File: config.mk
export PLATFORM = sky130hd
export DESIGN_NAME = bit_serial_add_sched_flat
export DESIGN_NICKNAME = d
export VERILOG_FILES = /design/src/rtl/bit_serial_add_sched_if.sv /design/src/rtl/bit_serial_add_sched.sv /design/src/flat_wrapper.sv
export SDC_FILE = /design/constraint.sdc
export NUM_CORES = 1
export LEC_CHECK = 0
export ABC_AREA = 1
export BUFFER_PORTS_ARGS = -buffer_cell sky130_fd_sc_hd__buf_2
export CAP_MARGIN = 20
export CORE_UTILIZATION = 30
export DETAILED_ROUTE_END_ITERATION = 10
export SLEW_MARGIN = 10
export SYNTH_ARGS = -nofsm -noshare
export SYNTH_HDL_FRONTEND = slang
export SYNTH_SLANG_ARGS = --single-unit
File: constraint.sdc
create_clock -name CLK -period 4.6 [get_ports CLK]
set_input_delay 0.23 -clock CLK [delete_from_list [all_inputs] [get_ports CLK]]
set_output_delay 0.23 -clock CLK [all_outputs]
set_load 0.02 [all_outputs]
File: src/rtl/bit_serial_add_sched_if.sv
// Request/response bundle for the shared bit-serial adder.
//   master : requester/consumer side (drives jobs and RSP_READY)
//   slave  : the adder scheduler (drives REQ_READY and the response)
// Requester i's operands sit at REQ_A/REQ_B[i*WIDTH +: WIDTH].
interface bit_serial_add_sched_if #(
    parameter int NREQ  = 4,
    parameter int WIDTH = 16
);
    localparam int IDW = $clog2(NREQ);

    logic [NREQ-1:0]       REQ_VALID;
    logic [NREQ-1:0]       REQ_READY;
    logic [NREQ*WIDTH-1:0] REQ_A;
    logic [NREQ*WIDTH-1:0] REQ_B;
    logic [NREQ-1:0]       REQ_CIN;
    logic                  RSP_VALID;
    logic                  RSP_READY;
    logic [IDW-1:0]        RSP_ID;
    logic [WIDTH-1:0]      RSP_SUM;
    logic                  RSP_COUT;

    modport master (
        output REQ_VALID, REQ_A, REQ_B, REQ_CIN, RSP_READY,
        input  REQ_READY, RSP_VALID, RSP_ID, RSP_SUM, RSP_COUT
    );

    modport slave (
        input  REQ_VALID, REQ_A, REQ_B, REQ_CIN, RSP_READY,
        output REQ_READY, RSP_VALID, RSP_ID, RSP_SUM, RSP_COUT
    );
endinterface

File: src/rtl/bit_serial_add_sched.sv
// Shared bit-serial adder: NREQ requesters arbitrate round-robin for a single
// full-adder cell with a registered carry. An accepted job computes A+B+CIN
// LSB-first over WIDTH cycles and is returned with the owner's ID.
// Ports:
//   CLK, RST : clock, asynchronous active-high reset
//   bus      : request/response bundle (slave side)
//   BUSY     : a job is in flight (SHIFT or DONE)
module bit_serial_add_sched #(
    parameter int NREQ  = 4,
    parameter int WIDTH = 16
) (
    input  logic                   CLK,
    input  logic                   RST,
    bit_serial_add_sched_if.slave  bus,
    output logic                   BUSY
);
    localparam int IDW = $clog2(NREQ);
    localparam int CW  = $clog2(WIDTH);

    typedef enum logic [1:0] {IDLE, SHIFT, DONE} state_t;

    state_t           state;
    logic [IDW-1:0]   rr_ptr;
    logic [IDW-1:0]   id;
    logic [CW-1:0]    cnt;
    logic             carry;
    logic             rsp_valid;
    logic [WIDTH-1:0] sa, sb, sum;

    logic             found;
    logic [IDW-1:0]   grant, cand, rr_nxt;
    logic [WIDTH-1:0] sel_a, sel_b;
    logic             sel_cin;
    logic             s_bit, c_nxt;

    // Round-robin search starting at rr_ptr; the first valid requester wins.
    always_comb begin
        found = 1'b0;
        grant = '0;
        cand  = '0;
        for (int k = 0; k < NREQ; k++) begin
            cand = IDW'((int'(rr_ptr) + k) % NREQ);
            if (!found && bus.REQ_VALID[cand]) begin
                found = 1'b1;
                grant = cand;
            end
        end
    end

    always_comb begin
        sel_a   = '0;
        sel_b   = '0;
        sel_cin = 1'b0;
        for (int i = 0; i < NREQ; i++) begin
            if (grant == IDW'(i)) begin
                sel_a   = bus.REQ_A[i*WIDTH +: WIDTH];
                sel_b   = bus.REQ_B[i*WIDTH +: WIDTH];
                sel_cin = bus.REQ_CIN[i];
            end
        end
    end

    // Ready is combinational so a requester is accepted in the cycle it wins.
    always_comb begin
        bus.REQ_READY = '0;
        if (state == IDLE && found && !RST)
            bus.REQ_READY[grant] = 1'b1;
    end

    assign rr_nxt = (grant == IDW'(NREQ - 1)) ? '0 : grant + 1'b1;

    // Full-adder cell on the current LSBs.
    assign s_bit = sa[0] ^ sb[0] ^ carry;
    assign c_nxt = (sa[0] & sb[0]) | ((sa[0] ^ sb[0]) & carry);

    assign bus.RSP_VALID = rsp_valid;
    assign bus.RSP_ID    = id;
    assign bus.RSP_SUM   = sum;
    assign bus.RSP_COUT  = carry;

    always_ff @(posedge CLK or posedge RST) begin
        if (RST) begin
            state     <= IDLE;
            rr_ptr    <= '0;
            id        <= '0;
            cnt       <= '0;
            carry     <= 1'b0;
            sa        <= '0;
            sb        <= '0;
            sum       <= '0;
            rsp_valid <= 1'b0;
            BUSY      <= 1'b0;
        end else begin
            case (state)
                IDLE: begin
                    if (found) begin
                        sa     <= sel_a;
                        sb     <= sel_b;
                        carry  <= sel_cin;
                        id     <= grant;
                        cnt    <= '0;
                        rr_ptr <= rr_nxt;
                        BUSY   <= 1'b1;
                        state  <= SHIFT;
                    end
                end
                SHIFT: begin
                    carry <= c_nxt;
                    sa    <= {1'b0, sa[WIDTH-1:1]};
                    sb    <= {1'b0, sb[WIDTH-1:1]};
                    // Sum bits enter at the MSB so after WIDTH shifts bit 0 is the LSB.
                    sum   <= {s_bit, sum[WIDTH-1:1]};
                    cnt   <= cnt + 1'b1;
                    if (cnt == CW'(WIDTH - 1)) begin
                        state     <= DONE;
                        rsp_valid <= 1'b1;
                    end
                end
                DONE: begin
                    if (bus.RSP_READY) begin
                        state     <= IDLE;
                        rsp_valid <= 1'b0;
                        BUSY      <= 1'b0;
                    end
                end
                default: state <= IDLE;
            endcase
        end
    end
endmodule

File: src/flat_wrapper.sv
// flat-port wrapper written by rule: the top's interface ports become plain ports
module bit_serial_add_sched_flat 
#(
    parameter int NREQ  = 4,
    parameter int WIDTH = 16
)
  (CLK, RST, BUSY, bus_REQ_VALID, bus_REQ_A, bus_REQ_B, bus_REQ_CIN, bus_RSP_READY, bus_REQ_READY, bus_RSP_VALID, bus_RSP_ID, bus_RSP_SUM, bus_RSP_COUT);
  bit_serial_add_sched_if #(.NREQ(NREQ), .WIDTH(WIDTH)) bus_i ();
  input  logic CLK;
  input  logic RST;
  output logic BUSY;
  input wire logic [$bits(bus_i.REQ_VALID)-1:0] bus_REQ_VALID;
  input wire logic [$bits(bus_i.REQ_A)-1:0] bus_REQ_A;
  input wire logic [$bits(bus_i.REQ_B)-1:0] bus_REQ_B;
  input wire logic [$bits(bus_i.REQ_CIN)-1:0] bus_REQ_CIN;
  input wire logic [$bits(bus_i.RSP_READY)-1:0] bus_RSP_READY;
  output wire logic [$bits(bus_i.REQ_READY)-1:0] bus_REQ_READY;
  output wire logic [$bits(bus_i.RSP_VALID)-1:0] bus_RSP_VALID;
  output wire logic [$bits(bus_i.RSP_ID)-1:0] bus_RSP_ID;
  output wire logic [$bits(bus_i.RSP_SUM)-1:0] bus_RSP_SUM;
  output wire logic [$bits(bus_i.RSP_COUT)-1:0] bus_RSP_COUT;
  assign bus_i.REQ_VALID = bus_REQ_VALID;
  assign bus_i.REQ_A = bus_REQ_A;
  assign bus_i.REQ_B = bus_REQ_B;
  assign bus_i.REQ_CIN = bus_REQ_CIN;
  assign bus_i.RSP_READY = bus_RSP_READY;
  assign bus_REQ_READY = bus_i.REQ_READY;
  assign bus_RSP_VALID = bus_i.RSP_VALID;
  assign bus_RSP_ID = bus_i.RSP_ID;
  assign bus_RSP_SUM = bus_i.RSP_SUM;
  assign bus_RSP_COUT = bus_i.RSP_COUT;
  bit_serial_add_sched #(.NREQ(NREQ), .WIDTH(WIDTH)) u_core (.CLK(CLK), .RST(RST), .bus(bus_i), .BUSY(BUSY));
endmodule
Word level (Yosys, flattened, before mapping)
Index checks and enable logic that the tools add are counted.
{"block": "totals", "wordCells": 104, "output_inout_bits": 25, "in_bits": 139, "regBits": 61}
{"block": "classes", "eq_ne": 9, "bitwise": 5, "mux": 49, "add_sub_neg": 5, "n_reduce_logical": 20, "order_cmp": 6}
{"cell": "two-way mux 16 bit", "n": 10}
{"cell": "one-hot mux 16 bit (2 select lines)", "n": 2}
{"cell": "two-way mux 1 bit", "n": 17}
{"cell": "two-way mux 2 bit", "n": 8}
{"cell": "< comparator 2 x 3 -> 1 bit (second input constant)", "n": 5}
{"cell": "AND reduction 3 bit", "n": 3}
{"cell": "binary-select mux 1 bit (select 2 bit)", "n": 4}
{"cell": "two-way mux 4 bit", "n": 2}
{"cell": "one-hot mux 4 bit (2 select lines)", "n": 1}
{"cell": "equality test 2 bit (second input constant)", "n": 3}
{"cell": "logical AND 1 bit", "n": 6}
{"cell": "one-hot mux 1 bit (2 select lines)", "n": 3}
{"cell": "one-hot mux 2 bit (3 select lines)", "n": 1}
{"cell": "nonzero test 2 bit", "n": 3}
{"cell": "adder 2 x 1 -> 2 bit (second input constant)", "n": 2}
{"cell": "adder 2 bit (second input constant)", "n": 2}
{"cell": "adder 4 x 1 -> 4 bit (second input constant)", "n": 1}
{"cell": "equality test 2 x 1 -> 1 bit (second input constant)", "n": 2}
{"cell": "equality test 4 bit (second input constant)", "n": 1}
{"cell": "logical NOT 1 bit", "n": 4}
{"cell": "logical NOT 2 bit", "n": 2}
{"cell": "!= test 2 x 1 -> 1 bit (second input constant)", "n": 2}
{"cell": "AND reduction 2 bit", "n": 2}
{"cell": "AND 1 bit", "n": 2}
{"cell": "5 further kinds", "n": 6}

Longest topological paths before layout
{"block": "depth", "ltp_word": 19, "depth_mapped": 22, "mapped_depth_nobuf": 20}

Worst setup path before layout
No wires, ideal clock.
{"block": "synth_path", "kind": "register to register", "start": "reg u_core.rr_ptr[0]", "end": "reg u_core.sa[13]", "t_required_ns": 4.534, "arrival_time_ns": 2.375, "path_slack_ns": 2.159, "stages_incl_launch_ff": 22, "n_path_buf": 3, "cell_sequence": "dfrtp_1 > buf_6 > nand2_1 > nand2_1 > o21ai_1 > inv_1 > nand3_1 > nand2_1 > nand2_1 > inv_1 > ha_1 > buf_2 > nor2_2 > buf_2 > nand2_1 > nand2_1 > o21ai_0 > nand2_1 > o211ai_1 > nand2_1 > nand2_1 > nand2_1"}
{"block": "synth_via", "elab_chain_len": 19}
{"element": "start, declared", "line": "bit_serial_add_sched.sv:23", "rtl": "logic [IDW-1:0] rr_ptr;"}
{"element": "start signal, assigned", "line": "bit_serial_add_sched.sv:102", "rtl": "rr_ptr <= rr_nxt;"}
{"element": "parallel branches: the longest is 11 deep, another holds adder 2 x 1 -> 2 bit"}
{"element": "two-way mux 2 bit (*)", "line": "bit_serial_add_sched.sv:43", "rtl": "if (!found && bus.REQ_VALID[cand]) begin"}
{"element": "named net u_core.grant[0]", "line": "bit_serial_add_sched.sv:31", "rtl": "logic [IDW-1:0] grant, cand, rr_nxt;"}
{"element": "logical NOT 2 bit", "line": "bit_serial_add_sched.sv:55", "rtl": "if (grant == IDW'(i)) begin"}
{"element": "two-way mux 16 bit (3 in a row)", "line": "bit_serial_add_sched.sv:55"}
{"element": "two-way mux 16 bit (*)", "line": "bit_serial_add_sched.sv:55"}
{"element": "two-way mux 16 bit (*)", "line": "bit_serial_add_sched.sv:96", "rtl": "if (found) begin"}
{"element": "one-hot mux 16 bit (2 select lines) (*)", "line": "bit_serial_add_sched.sv:94", "rtl": "case (state)"}
{"element": "end signal, assigned", "line": "bit_serial_add_sched.sv:97", "rtl": "sa <= sel_a;"}
{"element": "end signal, assigned", "line": "bit_serial_add_sched.sv:109", "rtl": "sa <= {1'b0, sa[WIDTH-1:1]};"}
{"element": "end, declared", "line": "bit_serial_add_sched.sv:28", "rtl": "logic [WIDTH-1:0] sa, sb, sum;"}
Mark *: on every way through the listed nets, which the timed path passes. The select of a mux whose other input is x is not followed.
A chain may end at the register's enable or synchronous reset.

Worst setup path in the final report
{"block": "layout_path", "start": "reg u_core.rr_ptr[0]", "end": "out bus_REQ_READY[3]"}
{"block": "layout_via", "elab_chain_len": 17}
{"element": "parallel branches: the longest is 11 deep, another holds adder 2 x 1 -> 2 bit"}
{"element": "two-way mux 2 bit (*)", "line": "bit_serial_add_sched.sv:43"}
{"element": "named net u_core.grant[0]", "line": "bit_serial_add_sched.sv:31"}
{"element": "< comparator 2 x 3 -> 1 bit (not written as such) or >= comparator 2 x 1 -> 1 bit (tied branches)", "line": "bit_serial_add_sched.sv:67", "rtl": "bus.REQ_READY[grant] = 1'b1;"}
{"element": "logical AND 1 bit (not written as such)", "line": "bit_serial_add_sched.sv:67"}
{"element": "two-way mux 1 bit (not written as such)", "line": "bit_serial_add_sched.sv:67"}
{"element": "demux 1 bit (select 2 bit) (*)"}
{"element": "two-way mux 4 bit (*)", "line": "bit_serial_add_sched.sv:66", "rtl": "if (state == IDLE && found && !RST)"}
{"element": "end, declared", "line": "flat_wrapper.sv:17", "rtl": "output wire logic [$bits(bus_i.REQ_READY)-1:0] bus_REQ_READY;"}
Marked as above.

==> run summary <==
• **result of the run** completed
• **average via count per standard cell** 4.80
• **clock skew after layout** 0.00758 ns
• **category of the worst setup path launch point** register
• **main flop type after synthesis** sky130_fd_sc_hd__dfrtp_1
• **std cell rows** 42
• **RSZ-0062 raised after global routing** no
• **portion of the post-synthesis area used by sequential elements** 37.4%
• **Power, Total** 4.86 mW
• **Mapped Nets** 762
• **leading cell types by total area after synthesis** sky130_fd_sc_hd__dfrtp_1 37%, sky130_fd_sc_hd__nand2_1 26%, sky130_fd_sc_hd__o211ai_1 5.7%
• **Switching Share** 54.1%
• **post-CTS setup repair buffer count** 0
• **simple-gate share of the synthesized area** 35.8%
• **CP arrival** 3.09 ns
• **x dimension of the die** 119 um
• **cell at the root of the clock tree** sky130_fd_sc_hd__clkbuf_16
• **I/O pin count** 164
• **clock network fraction of design power** 12.6%
• **power per standard cell area** 924 nW/um^2
• **Maximum Capacitance Violations** 0
• **count of final hold-check violations** 0
• **Max clock buf depth** 2
• **via count of the first global-routing pass** 4,060
• **All-Layer GR Usage** 18.3%
• **placeable core region** 13,200 sq um
• **highest clock frequency the design can meet** 302 MHz
• **Worst Path Class, Setup** reg2out
• **net count reported at finish** 904
• **portion of synthesized cell area occupied by the leading cell type** 37.4%
• **post-synthesis xor/xnor area fraction** 0%
• **sum of negative setup slack** 0 ns
• **Crit. End Element** output port
• **Final Max Slew Viols** 0
• **combined buffer and inverter count along the critical path** 5
• **Die Ht** 119 um
• **grt ovf** 0
• **share of cells above drive strength 1** 26.6%
• **most common cell type on the critical path** sky130_fd_sc_hd__nand2_1
• **time the worst path needs with I/O delays and setup** 3.32 ns
• **antenna violations before repair** 0
• **share of synthesized flip-flops with an asynchronous set or reset** 100%
• **startpoint of the worst setup timing path** u_core.rr_ptr[0]
• **n_diodes** 0
• **Final Util** 39.7%
• **clock sink total** 61
• **detailed-router iteration count before antenna repair** 5
• **TritonCTS clock tree** done
• **register bit total from synthesis** 61
• **number of instances in the synthesized netlist** 617
• **Switching Power** 2.63 mW
• **post-synthesis cell type with the largest combined area** sky130_fd_sc_hd__dfrtp_1
• **clock-pin slew on the worst setup and hold paths** 0.05 ns
• **post-synthesis share of cell area spent on full adders, half adders and majority gates** 2.02%
• **H-Tree Depth** 3
• **synth unique cells** 27
• **wire length of the first global-routing pass** 20,600 um
• **post-route clock period utilization** 72.1%
• **Synth Area in Compound Gates** 17.5%
• **global placer's final weighted congestion** 0.843
• **largest driver fanout on the critical path** 58
• **total of cells resized after clock tree synthesis** 0
• **area enclosed by the die boundary** 14,100 sq um
• **Vias** 4,505
• **share of synthesized area spent on multiplexers** 0%
• **Total Wirelength** 12,900 um
• **worst-skew pair later-pin latency** 0.33 ns
• **Avg WL per Cell** 13.7 um
• **gate family responsible for the most delay along the worst path** buffers and inverters
• **final setup fails** 0
• **count of flip-flops with a built-in enable after synthesis** 0
• **hold buffer count at CTS** 0
• **proportion of power drawn by combinational gates** 68.5%
• **Max-slew headroom** 40.3%
• **DRC marker count from the first detailed-route iteration** 239
• **number of warnings issued by yosys** 0
• **pin count of the biggest net entering global routing** 64
• **internal power consumption** 2.23 mW
• **starting density of the core** 30.8%
• **number of buffers created by CTS** 9
• **sequence of cells on the critical path** inv_2 -> nand2_1 -> nand2_1 -> o21ai_1 -> inv_1 -> nand3_1 -> nand2_1 -> nand2_1 -> inv_1 -> ha_1 -> inv_2 -> nor2_1 -> buf_2
• **largest stage delay on the critical path** 0.67 ns
• **launch instance of the worst register-to-register path** u_core.rr_ptr[0]
• **crit path max-delay cell type** sky130_fd_sc_hd__inv_2
• **reported leakage power** 2.98 nW
• **source of the worst hold timing path** bus_RSP_READY
• **ranking of synthesized cells by instance count** 285 x sky130_fd_sc_hd__nand2_1, 61 x sky130_fd_sc_hd__dfrtp_1, 39 x sky130_fd_sc_hd__nand3_1
• **largest voltage drop on the vdd net** 0.379 mV
• **slew at the pin closest to its max-slew limit** 0.894 ns
• **area growth from synthesis to layout** 29.0%
• **HPWL after DPL** 8960 um
• **residual antenna-violating net count after detailed routing** 0
• **I/O Buffers** 163
• **cell area after synthesis** 4080 sq um
• **most frequently used cell type in the post-synthesis netlist** sky130_fd_sc_hd__nand2_1
• **required time worst endpoint** 4.37 ns
• **type of the most critical hold path** in2reg
• **sequential group share of total power** 18.9%
• **largest family of logic cells by synthesized area** simple AND/OR/NAND/NOR gates
• **post-synthesis average cell area** 6.61 sq um
• **DRC** 0
path summary, 6_finish.rpt:
path	end	slack [ns]	depth (start not counted)
min in group asynchronous	u_core.sb[9]	0.22	3
max in group asynchronous	u_core.bus.RSP_ID[1]	3.84	3
worst max register to register	u_core.sa[12]	1.36	16
worst max-delay path	bus_REQ_READY[3]	1.28	13
worst min-delay path	u_core.state[1]	0.11	2
worst min register to register	u_core.bus.RSP_ID[1]	0.47	2
per-layer routing:
| metal | part of all wire (%) | GRT usage [%] | routed length, um | up-vias |
|---|---|---|---|---|
| met4 | 1.0 | 5.14 | 129 | 0 |
| li1 | - | - | - | 2288 |
| met3 | 6.8 | 4.30 | 877 | 12 |
| met5 | 0 | 0 | 0 | - |
| met2 | 44 | 28.5 | 5700 | 161 |
| met1 | 48 | 25.2 | 6150 | 2044 |
sequential cells by signal (all words and copies together), names as in the netlist:
| name | count |
|---|---|
| u_core.bus.RSP_COUT | 1 |
| u_core.bus.RSP_VALID | 1 |
| u_core.bus.RSP_SUM | 16 |
| u_core.BUSY | 1 |
| u_core.sa | 16 |
| u_core.state | 2 |
| u_core.cnt | 4 |
| u_core.bus.RSP_ID | 2 |
| u_core.sb | 16 |
| u_core.rr_ptr | 2 |
metrics by stage:
step	hold WS (ns)	instances	area [sq um]	worst slack (ns)
floorplan	0.338	617	4080	2.16
global placement	0.444	923	4970	1.46
detailed placement	0.452	923	4970	1.39
CTS	0.108	938	5240	1.27
global route	0.128	939	5260	0.911
finish	0.112	939	5260	1.28
power groups by stage:
stage | logic (mW) | clock network (mW) | registers [mW]
after CTS | 3.31 | 0.629 | 0.918
after detailed placement | 3.31 | 0 | 0.919
after global placement | 3.30 | 0 | 0.923
after global routing | 3.80 | 0.653 | 0.948
final | 3.33 | 0.612 | 0.918
after floorplan | 2.49 | 0 | 0.981
cells by family after synthesis:
family          count (synthesis)
buf+inv                        66
fa+ha+maj                       6
flops                          61
simple gates                  360
compound gates                124
cell type report:
| class | count | area [sq um] |
|---|---|---|
| repair buffers | 171 | 888 |
| multi-input cells | 490 | 2260 |
| inverters | 26 | 97.6 |
| well taps | 176 | 220 |
| fillers | 1432 | 7980 |
| flip-flops and latches | 61 | 1530 |
| clock buffers | 10 | 239 |
| clock inverters | 5 | 27.5 |
cells in the final DEF (no fill, tap or decap), drive strengths merged:
master and count:
ha 5, nand2 290, a21oi 37, o21bai 2, inv 26, buf 171
clkinv 4, nand4 3, a31oi 1, clkinvlp 1, nand3 42, a22oi 2
o31ai 1, dfrtp 61, nor2 25, fa 1, clkbuf 10, o211ai 31
o21ai 50
Note: power is estimated with default switching activity, not from simulation.
